File: config.mk
export PLATFORM = sky130hd
export DESIGN_NAME = feature_writer
export DESIGN_NICKNAME = d
export VERILOG_FILES = /design/src/rtl/feature_writer.sv
export SDC_FILE = /design/constraint.sdc
export NUM_CORES = 1
export LEC_CHECK = 0
export BUFFER_PORTS_ARGS = -buffer_cell sky130_fd_sc_hd__buf_2
export CAP_MARGIN = 20
export CORE_ASPECT_RATIO = 0.8
export CORE_MARGIN = 3
export CORE_UTILIZATION = 60
export DETAILED_ROUTE_END_ITERATION = 10
export PLACE_DENSITY_LB_ADDON = 0.3
export RECOVER_POWER = 50
export SETUP_SLACK_MARGIN = 0.1
export SYNTH_ARGS = -nofsm -noshare
export SYNTH_HDL_FRONTEND = slang
export SYNTH_SLANG_ARGS = --single-unit
File: constraint.sdc
create_clock -name clk -period 9.4 [get_ports clk]
set_clock_uncertainty 0.2 [all_clocks]
set_input_delay 0.47 -clock clk [delete_from_list [all_inputs] [get_ports clk]]
set_output_delay 0.47 -clock clk [all_outputs]
set_load 0.1 [all_outputs]
File: src/rtl/feature_writer.sv
// Streams one frame from a frame memory into a feature FIFO in row-major order.
// Reads are throttled so in-flight reads plus the 2-entry skid buffer never exceed two pixels.
module feature_writer #(
    parameter int IMG_W  = 32,
    parameter int IMG_H  = 32,
    parameter int DATA_W = 8,
    parameter int ADDR_W = 10
) (
    input  logic              clk,
    input  logic              rst,
    input  logic              start,
    output logic              mem_rd_en,
    output logic [ADDR_W-1:0] mem_addr,
    input  logic [DATA_W-1:0] mem_rd_data,
    input  logic              fifo_full,
    output logic              wr_en,
    output logic [DATA_W-1:0] wr_data,
    output logic              wr_eol,
    output logic              busy,
    output logic              frame_done
);

    localparam int CW = (IMG_W > 1) ? $clog2(IMG_W) : 1;
    localparam int RW = (IMG_H > 1) ? $clog2(IMG_H) : 1;
    localparam logic [CW-1:0] COL_LAST = CW'(IMG_W - 1);
    localparam logic [RW-1:0] ROW_LAST = RW'(IMG_H - 1);

    typedef enum logic [1:0] {IDLE, STREAM, DRAIN, DONE} state_t;

    state_t                   state_q;
    logic                     busy_q, done_q;
    logic [ADDR_W-1:0]        addr_q;
    logic [CW-1:0]            col_q;
    logic [RW-1:0]            row_q;
    logic                     pend_q, pend_eol_q;
    logic [1:0][DATA_W-1:0]   buf_data_q;
    logic [1:0]               buf_eol_q;
    logic                     rptr_q, wptr_q;
    logic [1:0]               cnt_q;

    logic       issue, last_pix, final_acc;
    logic [2:0] load;

    assign wr_en   = (cnt_q != 2'd0) && !fifo_full;
    assign wr_data = buf_data_q[rptr_q];
    assign wr_eol  = buf_eol_q[rptr_q];

    // Pixels committed after this edge if no new read is issued; wr_en implies cnt_q >= 1.
    assign load      = {2'b00, pend_q} + {1'b0, cnt_q} - {2'b00, wr_en};
    assign issue     = (state_q == STREAM) && (load < 3'd2);
    assign last_pix  = (col_q == COL_LAST) && (row_q == ROW_LAST);
    assign final_acc = wr_en && (cnt_q == 2'd1) && !pend_q;

    assign mem_rd_en  = issue;
    assign mem_addr   = addr_q;
    assign busy       = busy_q;
    assign frame_done = done_q;

    always_ff @(posedge clk or negedge rst) begin
        if (!rst) begin
            state_q <= IDLE;
            busy_q  <= 1'b0;
            done_q  <= 1'b0;
        end else begin
            done_q <= 1'b0;
            case (state_q)
                IDLE: if (start) begin
                    state_q <= STREAM;
                    busy_q  <= 1'b1;
                end
                STREAM: if (issue && last_pix) state_q <= DRAIN;
                DRAIN: if (final_acc) begin
                    state_q <= DONE;
                    done_q  <= 1'b1;
                end
                DONE: begin
                    state_q <= IDLE;
                    busy_q  <= 1'b0;
                end
                default: state_q <= IDLE;
            endcase
        end
    end

    always_ff @(posedge clk or negedge rst) begin
        if (!rst) begin
            addr_q     <= '0;
            col_q      <= '0;
            row_q      <= '0;
            pend_q     <= 1'b0;
            pend_eol_q <= 1'b0;
        end else begin
            pend_q     <= issue;
            pend_eol_q <= issue && (col_q == COL_LAST);
            if (state_q == IDLE && start) begin
                addr_q <= '0;
                col_q  <= '0;
                row_q  <= '0;
            end else if (issue && !last_pix) begin
                addr_q <= addr_q + ADDR_W'(1);
                if (col_q == COL_LAST) begin
                    col_q <= '0;
                    row_q <= row_q + RW'(1);
                end else begin
                    col_q <= col_q + CW'(1);
                end
            end
        end
    end

    // Skid buffer: read data lands one cycle after its strobe; head is held while stalled.
    always_ff @(posedge clk or negedge rst) begin
        if (!rst) begin
            buf_data_q <= '0;
            buf_eol_q  <= '0;
            rptr_q     <= 1'b0;
            wptr_q     <= 1'b0;
            cnt_q      <= 2'd0;
        end else begin
            if (pend_q) begin
                buf_data_q[wptr_q] <= mem_rd_data;
                buf_eol_q[wptr_q]  <= pend_eol_q;
                wptr_q             <= ~wptr_q;
            end
            if (wr_en) rptr_q <= ~rptr_q;
            cnt_q <= cnt_q + {1'b0, pend_q} - {1'b0, wr_en};
        end
    end

endmodule

After elaboration in Yosys (flattened, before gate mapping)
Index checks and enable logic that the tools add are counted.

Word-level logic and storage cells: 83. Register bits after elaboration: 48.

Add/sub/neg operators: 7. Bitwise logic cells: 2. Reductions and logical operators: 21. Multiplexer cells: 26. Equality and inequality tests: 9. Order comparisons: 4.

Operators with widths (number): $mux W5 (6); $mux W8 (3); $mux W10 (2); $bwmux W16 (1); $add A10 B1 Y10 const B (1); $add A5 B1 Y5 const B (2); $eq A5 B5 Y1 const B (2); $logic_and A1 B1 Y1 (10); $demux W8 S1 (1); $pmux W2 S4 (1); $reduce_bool A2 Y1 (4); $mux W1 (6); $mux W2 (3); $eq A2 B1 Y1 const B (2); $eq A2 B2 Y1 const B (2); $lt A1 B2 Y1 const B (2); $ne A2 B2 Y1 const B (2); $reduce_and A2 Y1 (2); $add A1 B2 Y3 (1); $logic_not A1 Y1 (3); $lt A3 B2 Y1 const B (1); $reduce_and A3 Y1 (1); $sub A3 B1 Y3 (1); $add A2 B1 Y2 (1); 8 further kinds (9).

Longest topological paths before layout
Depth after elaboration: 8. Mapped depth: 10. Gate-level depth less buffers: 9.

Least setup slack after synthesis
OpenSTA, ideal clock, no wires.

Kind: register to output. Start: reg cnt_q[1]. End: out mem_rd_en. Path buffers: 0. Data arrival time: 3.069 ns. Stages on the path, launching flop included: 8. Path slack: 5.661 ns. Data required time: 8.730 ns. Cells stage by stage: dfrtp_1 > inv_1 > or3_1 > nand2_1 > ha_1 > fa_1 > nand2b_1 > nor2_1.

Cells in the longest elaborated chain, start to end: 5. Elaborated cells on any way between the ends: 6. Those cells by class: add/sub: 2; order compare: 1; reduce/logical: 3.

Ends and longest elaborated chain: start, declared (RTL line 39) `logic [1:0] cnt_q;`; start signal, assigned (RTL line 126) `cnt_q <= cnt_q + {1'b0, pend_q} - {1'b0, wr_en};`; parallel branches: the longest is 2 deep, another holds $add A1 B2 Y3; $sub A3 B1 Y3 (*) (RTL line 49) `assign load = {2'b00, pend_q} + {1'b0, cnt_q} - {2'b00, wr_en};`; via load[1] (RTL line 42) `logic [2:0] load;`; $lt A3 B2 Y1 (*) (RTL line 50) `assign issue = (state_q == STREAM) && (load < 3'd2);`; $logic_and A1 B1 Y1 (*) (RTL line 50); end, declared (RTL line 12) `output logic mem_rd_en,`.

Mark *: on every way through the listed nets, which the timed path passes.

Worst setup path in the final report
Same ends and word-level chain as after synthesis.

==> impl_results.md <==
* Status: complete, but fails checks
* Failing checks: capacitance limit, slew limit
* EDFF count, synth at 0
* Syn avg cell area at 11.6 sq um
* Ys async rst share at between 90% and 100%
* Top Usage Layer GRT: met2
* Detailed placement HPWL at between 3000 and 4000 um
* IO buf count at 34
* RSZ-0062 raised after global routing: false
* Slew Viols, Final at 46
* Routed Antenna Nets at 0
* Die ar. at about 0.0047 sq mm
* Mapped Cells at 200
* Syn Nets at approximately 220
* Critical path class: reg2out
* Crit path capture type: output pin
* Met1 Use GR at ~28%
* Fraction of layout cells with a size suffix above 1 at about a third
* Iteration-0 DRC Markers at 80
* CP Max Fanout at 5
* Synth Flop Type: dfrtp_1
* 1st-pass router iterations at 4
* Clk root buf: clkbuf_8
* Maxcap violations at 1
* CP Launch Type: register
* Synth warn at 0
* Total gr overflow at 0
* Min-delay worst type: in2reg
* Largest stage delay, worst path at ~0.46 ns
* CTS clk-pin slew, worst paths at 0.09 ns
* Area Growth Syn to Fin at 13.5%
* Clk buf depth at 2
* GR Util met3 at approximately 5.4%
* First-pass GRT wire length at 7080 um
* Unique cell type count in the Yosys netlist at 34
* Mapped Area at between 0.002 and 0.0025 sq mm
* Initial antenna violation count at 0
* Via density at around 5.9
* CP cell instances: inv_1 -> or3_1 -> nand2_1 -> ha_1 -> fa_1 -> nand2b_1 -> nor2_1 -> buf_2
* Cell accounting for the most synthesized area: dfrtp_1
* Final net count at roughly 260
* Clk_lat worst skew at 0.31 ns
* Worst Path Required at 8.73 ns
* Post-CTS setup buffer count at 0
* Vias in the first global route at around 1600
* DRT Wirelength at 4270 um
* Die height at 61.6 um
* Via count at between 1500 and 2000
* H-Tree Level Count at 2
* Share of the synthesized area in the top cell type at roughly 52%
* Achievable frequency at between 200 and 300 MHz
* Most common cell in the synthesized netlist: dfrtp_1
* Final setup viols at 0
* Largest net degree at the start of global routing at 49
* Number of synthesized register bits at 48
* Worst-Margin Slew at 2.31 ns
* IO Pins at 35
* Multi-input gate area at between 0.001 and 0.0015 sq mm
* Core Region at 0.00357 sq mm
* Hold Vio Cnt, Final at 0
* Top cells by count, synth: dfrtp_1, mux2_2, nor2_1, nand2_1, a21oi_1
* Initial core utilization at between 60% and 70%
* Avg WL per Cell at 15.2 um
* Setup TNS at 0 ns
* FF+latch area at between 0.001 and 0.0015 sq mm
* # fillers at ~240
* CTS tree: yes
* Final GP Congestion at 0.824
* Worst EP arrival at roughly 2.8 ns
* Worst slew margin at -54.0%
* Post-layout min period at 3.47 ns
* FP Rows at 19
* Tcrit/Tclk final at between 30% and 40%
* Ant. Diodes at 0
* DRC viols at 0
* Seq/Total Area, Yosys at 51.8%
* Die X at 75.5 um
* GRT Util Overall at 20.9%
* Critical-path top delay cell: dfrtp_1
* Synth top area cells: dfrtp_1, mux2_2, ha_1
* Num CTS Buffers at 5
* CTS Sinks at between 40 and 50
* Grt met2 use at between 30% and 40%
state kept, by name, summed over array words and instances (netlist names):
register	count
buf_data_q	16
buf_eol_q	2
busy	1
cnt_q	2
col_q	5
frame_done	1
mem_addr	10
pend_eol_q	1
pend_q	1
row_q	5
rptr_q	1
state_q	2
wptr_q	1
kinds of logic (layout without fill, tap and decap cells):
| group | count (synthesis) | after routing | synth area share, % |
|---|---|---|---|
| xor+xnor | 8 | 8 | 3.34 |
| fa+ha+maj | 11 | 11 | 6.26 |
| compound gates | 27 | 27 | 6.80 |
| flops | 48 | 48 | 51.8 |
| buf+inv | 9 | 48 | 1.46 |
| simple gates | 66 | 66 | 15.5 |
| mux | 31 | 31 | 14.9 |
layer usage:
metal / wire [um] / vias up
met4: 78 / 0
met1: 2030 / 802
li1: - / 790
met5: 0 / -
met2: 1940 / 47
met3: 223 / 7
path summary, 6_finish.rpt:
path,from,to,slack (ns),depth (start not counted)
min,mem_rd_data[3],buf_data_q[11]$_DFFE_PN0P_,0.20,2
max,cnt_q[1]$_DFF_PN0_,mem_rd_en,5.93,8
max reg2reg,cnt_q[1]$_DFF_PN0_,mem_addr[8]$_DFFE_PN0P_,6.17,9
max in group asynchronous,rst,mem_addr[3]$_DFFE_PN0P_,6.27,3
min reg2reg,buf_data_q[7]$_DFFE_PN0P_,buf_data_q[7]$_DFFE_PN0P_,0.31,1
min in group asynchronous,rst,busy$_DFFE_PN0P_,0.31,2
final cells by class:
cell class	count	area share, %
sequential	48	45.6
inverter	4	0.570
tap	42	2.00
clock inverter	2	0.570
clock buffer	6	3.14
timing repair buffer	36	6.94
multi-input combinational	143	41.2
placed cells by master (no fill, tap or decap), drive strengths merged:
master / count
buf: 33
and2b: 1
inv: 4
or3: 4
dfrtp: 48
fa: 1
nand2: 17
xnor2: 3
nor3: 1
mux2: 28
mux2i: 3
o21ai: 6
nor2b: 2
nor4b: 1
nor2: 18
a31oi: 1
clkbuf: 8
a31o: 1
a22oi: 2
xor2: 5
clkinvlp: 2
nand4: 6
o31ai: 4
a21oi: 12
nand2b: 2
nand3: 4
or4b: 1
or4: 3
ha: 10
and3: 5
a211oi: 1
and2: 1
dlygate4sd3: 1
critical path: cells and delay by family (launching register included):
| kind | cells | cell delay (ns) |
|---|---|---|
| simple gates | 4 | 0.87 |
| fa+ha+maj | 2 | 0.60 |
| flops | 1 | 0.46 |
| buf+inv | 2 | 0.56 |
what timing repair did:
item / 4_1_cts / 5_1_grt
hold buffers: 0 / 1
resized for setup: 0 / 0
endpoints found under the hold margin: 0 / 13
per-stage QoR:
step | hold slack, ns | instances | instance area, sq um | utilization, % | setup slack (ns)
after floorplan | -0.0256 | 200 | 2320 | - | 5.66
after global placement | 0.275 | 271 | 2520 | 70.8 | 6.29
after detailed placement | 0.280 | 271 | 2520 | 70.8 | 6.20
after CTS | 0.164 | 279 | 2620 | 73.5 | 5.90
after global routing | 0.190 | 281 | 2630 | 73.9 | 5.78
final | 0.200 | 281 | 2630 | 73.9 | 5.93
Power is not shown: default switching activity piles up to over one toggle a cycle in this logic, so the estimate is an artifact.
